--- config.mk ---
export PLATFORM = sky130hd
export DESIGN_NAME = uart_receiver
export DESIGN_NICKNAME = d
export VERILOG_FILES = /design/src/rtl/uart_receiver.sv
export SDC_FILE = /design/constraint.sdc
export NUM_CORES = 1
export LEC_CHECK = 0
export ABC_AREA = 1
export ABC_CLOCK_PERIOD_IN_PS = 3200
export BUFFER_PORTS_ARGS = -buffer_cell sky130_fd_sc_hd__buf_4
export CAP_MARGIN = 10
export CELL_PAD_IN_SITES_DETAIL_PLACEMENT = 1
export CELL_PAD_IN_SITES_GLOBAL_PLACEMENT = 1
export CORE_ASPECT_RATIO = 1.2
export CORE_UTILIZATION = 45
export DETAILED_ROUTE_END_ITERATION = 8
export PLACE_DENSITY_LB_ADDON = 0.3
export REMOVE_ABC_BUFFERS = 1
export SYNTH_ARGS = -nofsm -noshare
export SYNTH_HDL_FRONTEND = slang
export SYNTH_SLANG_ARGS = --single-unit
export TNS_END_PERCENT = 50
--- constraint.sdc ---
create_clock -name clk -period 3.2 [get_ports clk]
set_input_delay 0.64 -clock clk [delete_from_list [all_inputs] [get_ports clk]]
set_output_delay 0.64 -clock clk [all_outputs]
set_load 0.02 [all_outputs]
--- src/rtl/uart_receiver.sv ---
`default_nettype none
// ============================================================================
// Module      : uart_receiver
// Description : Oversampled UART receive engine with 2-flop synchroniser,
//               3-sample majority vote, framing/parity/break reporting.
//               Optional parity selected by defining UART_RX_PARITY_EN.
// Revision    : 1.0 - initial release
// ============================================================================
module uart_receiver #(
  parameter int DATA_WIDTH      = 8,
  parameter int OVERSAMPLE_RATE = 16,
  parameter int STOP_BITS       = 1
) (
  input  logic                  clk,
  input  logic                  rst_n,
  input  logic                  tick,
  input  logic                  rx_in,
  input  logic                  parity_odd,
  output logic [DATA_WIDTH-1:0] rx_out,
  output logic                  rx_valid,
  output logic                  frame_err,
  output logic                  parity_err,
  output logic                  break_det,
  output logic                  busy
);

  localparam int c_CNT_W = $clog2(OVERSAMPLE_RATE);
  localparam int c_IDX_W = $clog2(DATA_WIDTH + 1);

  localparam logic [c_CNT_W-1:0] c_SAMP0     = c_CNT_W'(OVERSAMPLE_RATE / 2 - 2);
  localparam logic [c_CNT_W-1:0] c_SAMP1     = c_CNT_W'(OVERSAMPLE_RATE / 2 - 1);
  localparam logic [c_CNT_W-1:0] c_MID       = c_CNT_W'(OVERSAMPLE_RATE / 2);
  localparam logic [c_CNT_W-1:0] c_LAST      = c_CNT_W'(OVERSAMPLE_RATE - 1);
  localparam logic [c_IDX_W-1:0] c_LAST_DATA = c_IDX_W'(DATA_WIDTH - 1);
  localparam logic [c_IDX_W-1:0] c_LAST_STOP = c_IDX_W'(STOP_BITS - 1);

  typedef enum logic [2:0] {
    S_IDLE      = 3'd0,
    S_START     = 3'd1,
    S_DATA      = 3'd2,
`ifdef UART_RX_PARITY_EN
    S_PARITY    = 3'd3,
`endif
    S_STOP      = 3'd4,
    S_WAIT_HIGH = 3'd5
  } state_t;

  state_t                r_state;
  state_t                w_next_state;

  logic                  r_sync1;
  logic                  r_sync2;
  logic                  w_rxs;

  logic [c_CNT_W-1:0]    r_tick_cnt;
  logic [c_IDX_W-1:0]    r_idx;
  logic [1:0]            r_samp;
  logic [DATA_WIDTH-1:0] r_shadow;

  logic                  r_all_zero;
  logic                  r_first_stop_zero;
  logic                  r_stop_fail;
`ifdef UART_RX_PARITY_EN
  logic                  r_par_fail;
`else
  logic                  w_unused_parity_odd;
`endif

  logic [DATA_WIDTH-1:0] r_rx_out;
  logic                  r_rx_valid;
  logic                  r_frame_err;
  logic                  r_parity_err;
  logic                  r_break_det;

  logic                  w_active;
  logic                  w_mid;
  logic                  w_wrap;
  logic                  w_vote;
  logic                  w_finish;
  logic                  w_first_stop_zero;

  // Pad input is asynchronous; both flops idle high so reset never looks like a start.
  always_ff @(posedge clk or negedge rst_n) begin
    if (!rst_n) begin
      r_sync1 <= 1'b1;
      r_sync2 <= 1'b1;
    end else begin
      r_sync1 <= rx_in;
      r_sync2 <= r_sync1;
    end
  end

  assign w_rxs    = r_sync2;
  assign w_active = (r_state != S_IDLE) && (r_state != S_WAIT_HIGH);
  assign w_mid    = w_active && tick && (r_tick_cnt == c_MID);
  assign w_wrap   = w_active && tick && (r_tick_cnt == c_LAST);
  assign w_vote   = (r_samp[0] & r_samp[1]) | (r_samp[0] & w_rxs) | (r_samp[1] & w_rxs);

  assign w_first_stop_zero = (r_idx == '0) ? ~w_vote : r_first_stop_zero;

  always_ff @(posedge clk or negedge rst_n) begin
    if (!rst_n) begin
      r_state <= S_IDLE;
    end else begin
      r_state <= w_next_state;
    end
  end

  always_comb begin
    w_next_state = r_state;
    w_finish     = 1'b0;
    case (r_state)
      S_IDLE: begin
        if (!w_rxs) begin
          w_next_state = S_START;
        end
      end
      S_START: begin
        if (w_mid && w_vote) begin
          w_next_state = S_IDLE;
        end else if (w_wrap) begin
          w_next_state = S_DATA;
        end
      end
      S_DATA: begin
        if (w_wrap && (r_idx == c_LAST_DATA)) begin
`ifdef UART_RX_PARITY_EN
          w_next_state = S_PARITY;
`else
          w_next_state = S_STOP;
`endif
        end
      end
`ifdef UART_RX_PARITY_EN
      S_PARITY: begin
        if (w_wrap) begin
          w_next_state = S_STOP;
        end
      end
`endif
      S_STOP: begin
        // Leave at mid-bit of the last stop so a back-to-back start edge is not missed.
        if (w_mid && (r_idx == c_LAST_STOP)) begin
          w_finish     = 1'b1;
          w_next_state = (!r_stop_fail && w_vote) ? S_IDLE : S_WAIT_HIGH;
        end
      end
      S_WAIT_HIGH: begin
        if (w_rxs) begin
          w_next_state = S_IDLE;
        end
      end
      default: begin
        w_next_state = S_IDLE;
      end
    endcase
  end

  always_ff @(posedge clk or negedge rst_n) begin
    if (!rst_n) begin
      r_tick_cnt <= '0;
      r_idx      <= '0;
      r_samp     <= '0;
    end else begin
      if (w_next_state != r_state) begin
        r_tick_cnt <= '0;
        r_idx      <= '0;
      end else if (w_active && tick) begin
        r_tick_cnt <= w_wrap ? '0 : r_tick_cnt + c_CNT_W'(1);
        if (w_wrap) begin
          r_idx <= r_idx + c_IDX_W'(1);
        end
      end
      if (w_active && tick) begin
        if (r_tick_cnt == c_SAMP0) r_samp[0] <= w_rxs;
        if (r_tick_cnt == c_SAMP1) r_samp[1] <= w_rxs;
      end
    end
  end

  // Per-frame accumulators; cleared while idle, updated on each mid-bit vote.
  always_ff @(posedge clk or negedge rst_n) begin
    if (!rst_n) begin
      r_shadow          <= '0;
      r_all_zero        <= 1'b1;
      r_first_stop_zero <= 1'b0;
      r_stop_fail       <= 1'b0;
`ifdef UART_RX_PARITY_EN
      r_par_fail        <= 1'b0;
`endif
    end else if (r_state == S_IDLE) begin
      r_all_zero        <= 1'b1;
      r_first_stop_zero <= 1'b0;
      r_stop_fail       <= 1'b0;
`ifdef UART_RX_PARITY_EN
      r_par_fail        <= 1'b0;
`endif
    end else if (w_mid) begin
      case (r_state)
        S_DATA: begin
          for (int i = 0; i < DATA_WIDTH; i++) begin
            if (r_idx == c_IDX_W'(i)) begin
              r_shadow[i] <= w_vote;
            end
          end
          if (w_vote) r_all_zero <= 1'b0;
        end
`ifdef UART_RX_PARITY_EN
        S_PARITY: begin
          if (w_vote) r_all_zero <= 1'b0;
          r_par_fail <= w_vote ^ (^r_shadow) ^ parity_odd;
        end
`endif
        S_STOP: begin
          if (!w_vote) r_stop_fail <= 1'b1;
          if (r_idx == '0) r_first_stop_zero <= ~w_vote;
        end
        default: begin
        end
      endcase
    end
  end

  always_ff @(posedge clk or negedge rst_n) begin
    if (!rst_n) begin
      r_rx_out     <= '0;
      r_rx_valid   <= 1'b0;
      r_frame_err  <= 1'b0;
      r_parity_err <= 1'b0;
      r_break_det  <= 1'b0;
    end else begin
      r_rx_valid <= w_finish;
      if (w_finish) begin
        r_rx_out    <= r_shadow;
        r_frame_err <= r_stop_fail | ~w_vote;
        r_break_det <= r_all_zero & w_first_stop_zero;
`ifdef UART_RX_PARITY_EN
        r_parity_err <= r_par_fail;
`else
        r_parity_err <= 1'b0;
`endif
      end
    end
  end

`ifndef UART_RX_PARITY_EN
  assign w_unused_parity_odd = parity_odd;
`endif

  assign rx_out     = r_rx_out;
  assign rx_valid   = r_rx_valid;
  assign frame_err  = r_frame_err;
  assign parity_err = r_parity_err;
  assign break_det  = r_break_det;
  assign busy       = (r_state != S_IDLE);

endmodule
`default_nettype wire

==> impl_metrics.csv <==
group,metric,value,unit
status,status,"finished, final reports clean",
layout,multi_input_area,843,µm²
synth,synthMuxAreaShare,0,%
timing,period_share,65.8,%
synth,synthCells,223,
die,coreArea,0.00397,mm²
synth,ys.flop_type,"dfrtp_1",
critical_path,path_common_cell,"nand2_1",
detailed_routing,drt_wl_total,4230,µm
detailed_routing,dr.max_layer_used,"met4",
synth,ys_seq_elements,37,
die,die_h,72.8,µm
clock_network,cts_tree,"done",
layout,fillers,515,
synth,synth_top_area_share,45.3,%
die,design.die.area,0.00444,mm²
detailed_routing,drcViolationCount,0,
detailed_routing,routed-wl-met3,109,µm
synth,ys_warn_count,0,
power_and_ir_drop,total_leakage_power,1.11,nW
placement,dp_slack,1080,ps
clock_network,clock_sinks,37,
detailed_routing,via_per_inst,5.09,
placement,dpl.hpwl,3080,µm
flow_run,cap_violations,0,
synth,ys_types,30,
detailed_routing,antenna_left,0,
synth,synth_top_family_by_area,"simple AND/OR/NAND/NOR gates",
layout,antenna_cells,0,
detailed_routing,routedWlPerCell,14.2,µm
timing,fin_crit,2110,ps
clock_network,cts_hold_buf,0,
detailed_routing,wl_met1,1780,µm
die,io_pins,18,
critical_path,cp.required,3390,ps
hold_path,hp-class,"in -> async",
detailed_routing,firstDrtPassIters,4,
grt,grt_remaining_overflow,0,
critical_path,crit_path_end_kind,"flop",
timing,skew,5.91,ps
synth,async_reset_ff_share,100,%
synth,synth_area,0.00188,mm²
layout,fin_nets,255,
synth,post-synth-top-count-cell,"nand2_1",
synth,yosys.area_share.simple,32.2,%
critical_path,path_cells,"nor2_1, nand2_4, nand3_4, nor2_8, nand2_4, inv_1, nand2_1, clkinv_1, nand2_1, nand2_1",
layout,regArea,930,µm²
synth,seq_area_frac_synth,49.5,%
die,start_util,47.3,%
critical_path,cp_slowest_cell,"dfrtp_1",
detailed_routing,drt-initial-drc-count,77,
grt,globalRouteTotalUtil,22.5,%
clock_network,clk_pin_slew,80,ps
grt,antenna_found_initial,0,
clock_network,post_cts_resized,0,
synth,avgSynthCellArea,8.43,µm²
power_and_ir_drop,power_density,612,mW/mm²
critical_path,path_max_fanout,14,
placement,portBuffers,15,
timing,rsz0062_at_grt,"no",
die,rows,25,
layout,layout-drive-gt1-share,16.8,%
critical_path,slowest_delay,450,ps
clock_network,clkLatencyLatePin,290,ps
detailed_routing,dr_wl_met2,2270,µm
layout,fin_util,54.9,%
synth,synth-adder-area-share,4.66,%
timing,slew_violations,0,
synth,synth_edf_count,0,
timing,finalWorstSetupSlack,1090,ps
placement,place_congestion,0.770,
timing,tns,0,ps
clock_network,cts_buffers,5,
layout,design_area,0.00218,mm²
clock_network,cts_root_buf,"clkbuf_8",
critical_path,worstPathArrival,2290,ps
grt,grt_max_degree,38,
placement,placed_area,0.00205,mm²
synth,synthTopCellsByArea,"dfrtp_1 45%, nand2_1 13%, nand3_1 5.1%",
clock_network,cts.htree.levels,2,
layout,synthToLayoutAreaGrowth,16.0,%
clock_network,clock_path_buffers,2,
timing,hold_viol_final,0,
synth,synth-xor-area-share,1.86,%
die,die_x,61.0,µm
grt,grt_pass1_wl,7260,µm
timing,fmax,475,MHz
timing,setup_viol,0,
synth,synthTopCellsByCount,"66 x nand2_1, 34 x dfrtp_1, 22 x inv_1, 19 x nand3_1, 19 x nor2_1",
power_and_ir_drop,peakVddDrop,0.357,mV
critical_path,critical_path_class,"reg -> reg",
critical_path,crit_path_start_kind,"flop",
clock_network,cts_setup_buffers,0,
grt,grt_pass1_vias,1567,
synth,yosysTopAreaCell,"dfrtp_1",
synth,synth_compound_area_share,5.99,%
detailed_routing,num_vias,1516,
cell type report:
| class | count | area share, % |
|---|---|---|
| multi-input cells | 159 | 38.7 |
| clock buffers | 5 | 3.16 |
| repair buffers | 15 | 5.16 |
| clock inverters | 3 | 2.98 |
| well taps | 54 | 3.10 |
| flip-flops and latches | 37 | 42.6 |
| inverters | 25 | 4.30 |
power breakdown:
| part | switching (W) | internal, W |
|---|---|---|
| Combinational | 0.000195 | 0.0000913 |
| Sequential | 0.0000465 | 0.000518 |
| Clock | 0.000174 | 0.000310 |
| Total | 0.000415 | 0.000919 |
state kept, by name (all words and copies together), names as in the netlist:
name / count
break_det: 1
r_samp: 2
r_all_zero: 1
r_idx: 4
r_sync2: 1
r_first_stop_zero: 1
r_state: 3
r_tick_cnt: 4
rx_valid: 1
frame_err: 1
rx_out: 8
r_shadow: 8
r_stop_fail: 1
r_sync1: 1
path summary, 6_finish.rpt:
check	start	slack (ps)	to	depth (start not counted)
setup / recovery	r_state[0]$_DFF_PN0_	1090	rx_out[4]$_DFFE_PN0P_	10
hold / removal	rst_n	300	rx_out[3]$_DFFE_PN0P_	1
setup reg to reg	r_state[0]$_DFF_PN0_	1090	rx_out[4]$_DFFE_PN0P_	10
hold reg to reg	r_sync1$_DFF_PN1_	360	r_sync2$_DFF_PN1_	0
max in group asynchronous	rst_n	2550	r_all_zero$_DFFE_PN1P_	1
min in group clk	r_sync1$_DFF_PN1_	360	r_sync2$_DFF_PN1_	0
critical path: cells and delay by family, from the launching register on:
kind                   cells  cell delay [ps]
DFF                        1              450
and+or+nand+nor            8             1200
buffers and inverters      2              360
placed cells by master (no fill, tap or decap):
cell type,instances
nand2_1,66
dfrtp_1,34
inv_1,22
nor2_1,19
nand3_1,19
o21ai_0,15
buf_4,15
nand4_1,8
ha_1,7
clkbuf_8,5
xor2_1,4
nand2_4,3
a21oi_1,3
dfstp_2,3
inv_2,2
nand2_2,2
bufinv_16,2
nand3b_1,1
nand3_4,1
nor2_8,1
nand3_2,1
nor2_4,1
nor2_2,1
clkinv_1,1
nor3_1,1
or2_2,1
a211oi_1,1
a21oi_2,1
nor3_2,1
a31oi_1,1
conb_1,1
clkinv_2,1
metal layers:
layer	track usage (%)	up-vias
li1	-	753
met1	27.0	729
met2	38.8	27
met3	4.26	7
met4	9.34	0
met5	0	-
stage by stage:
step                power, W  cells  hold slack [ps]
finish               0.00133    298              297
floorplan           0.000768    221              344
detailed placement  0.000861    290              347
CTS                  0.00135    298              310
global placement    0.000843    290              346
global route         0.00142    298              328
cell families (layout without fill, tap and decap cells):
logic type,count (synthesis),after routing
compound gates,21,21
xor+xnor,4,4
fa+ha+maj,7,7
buf+inv,27,48
flops,37,37
other cells,1,1
simple gates,126,126
(Power assumes the default switching activity.)
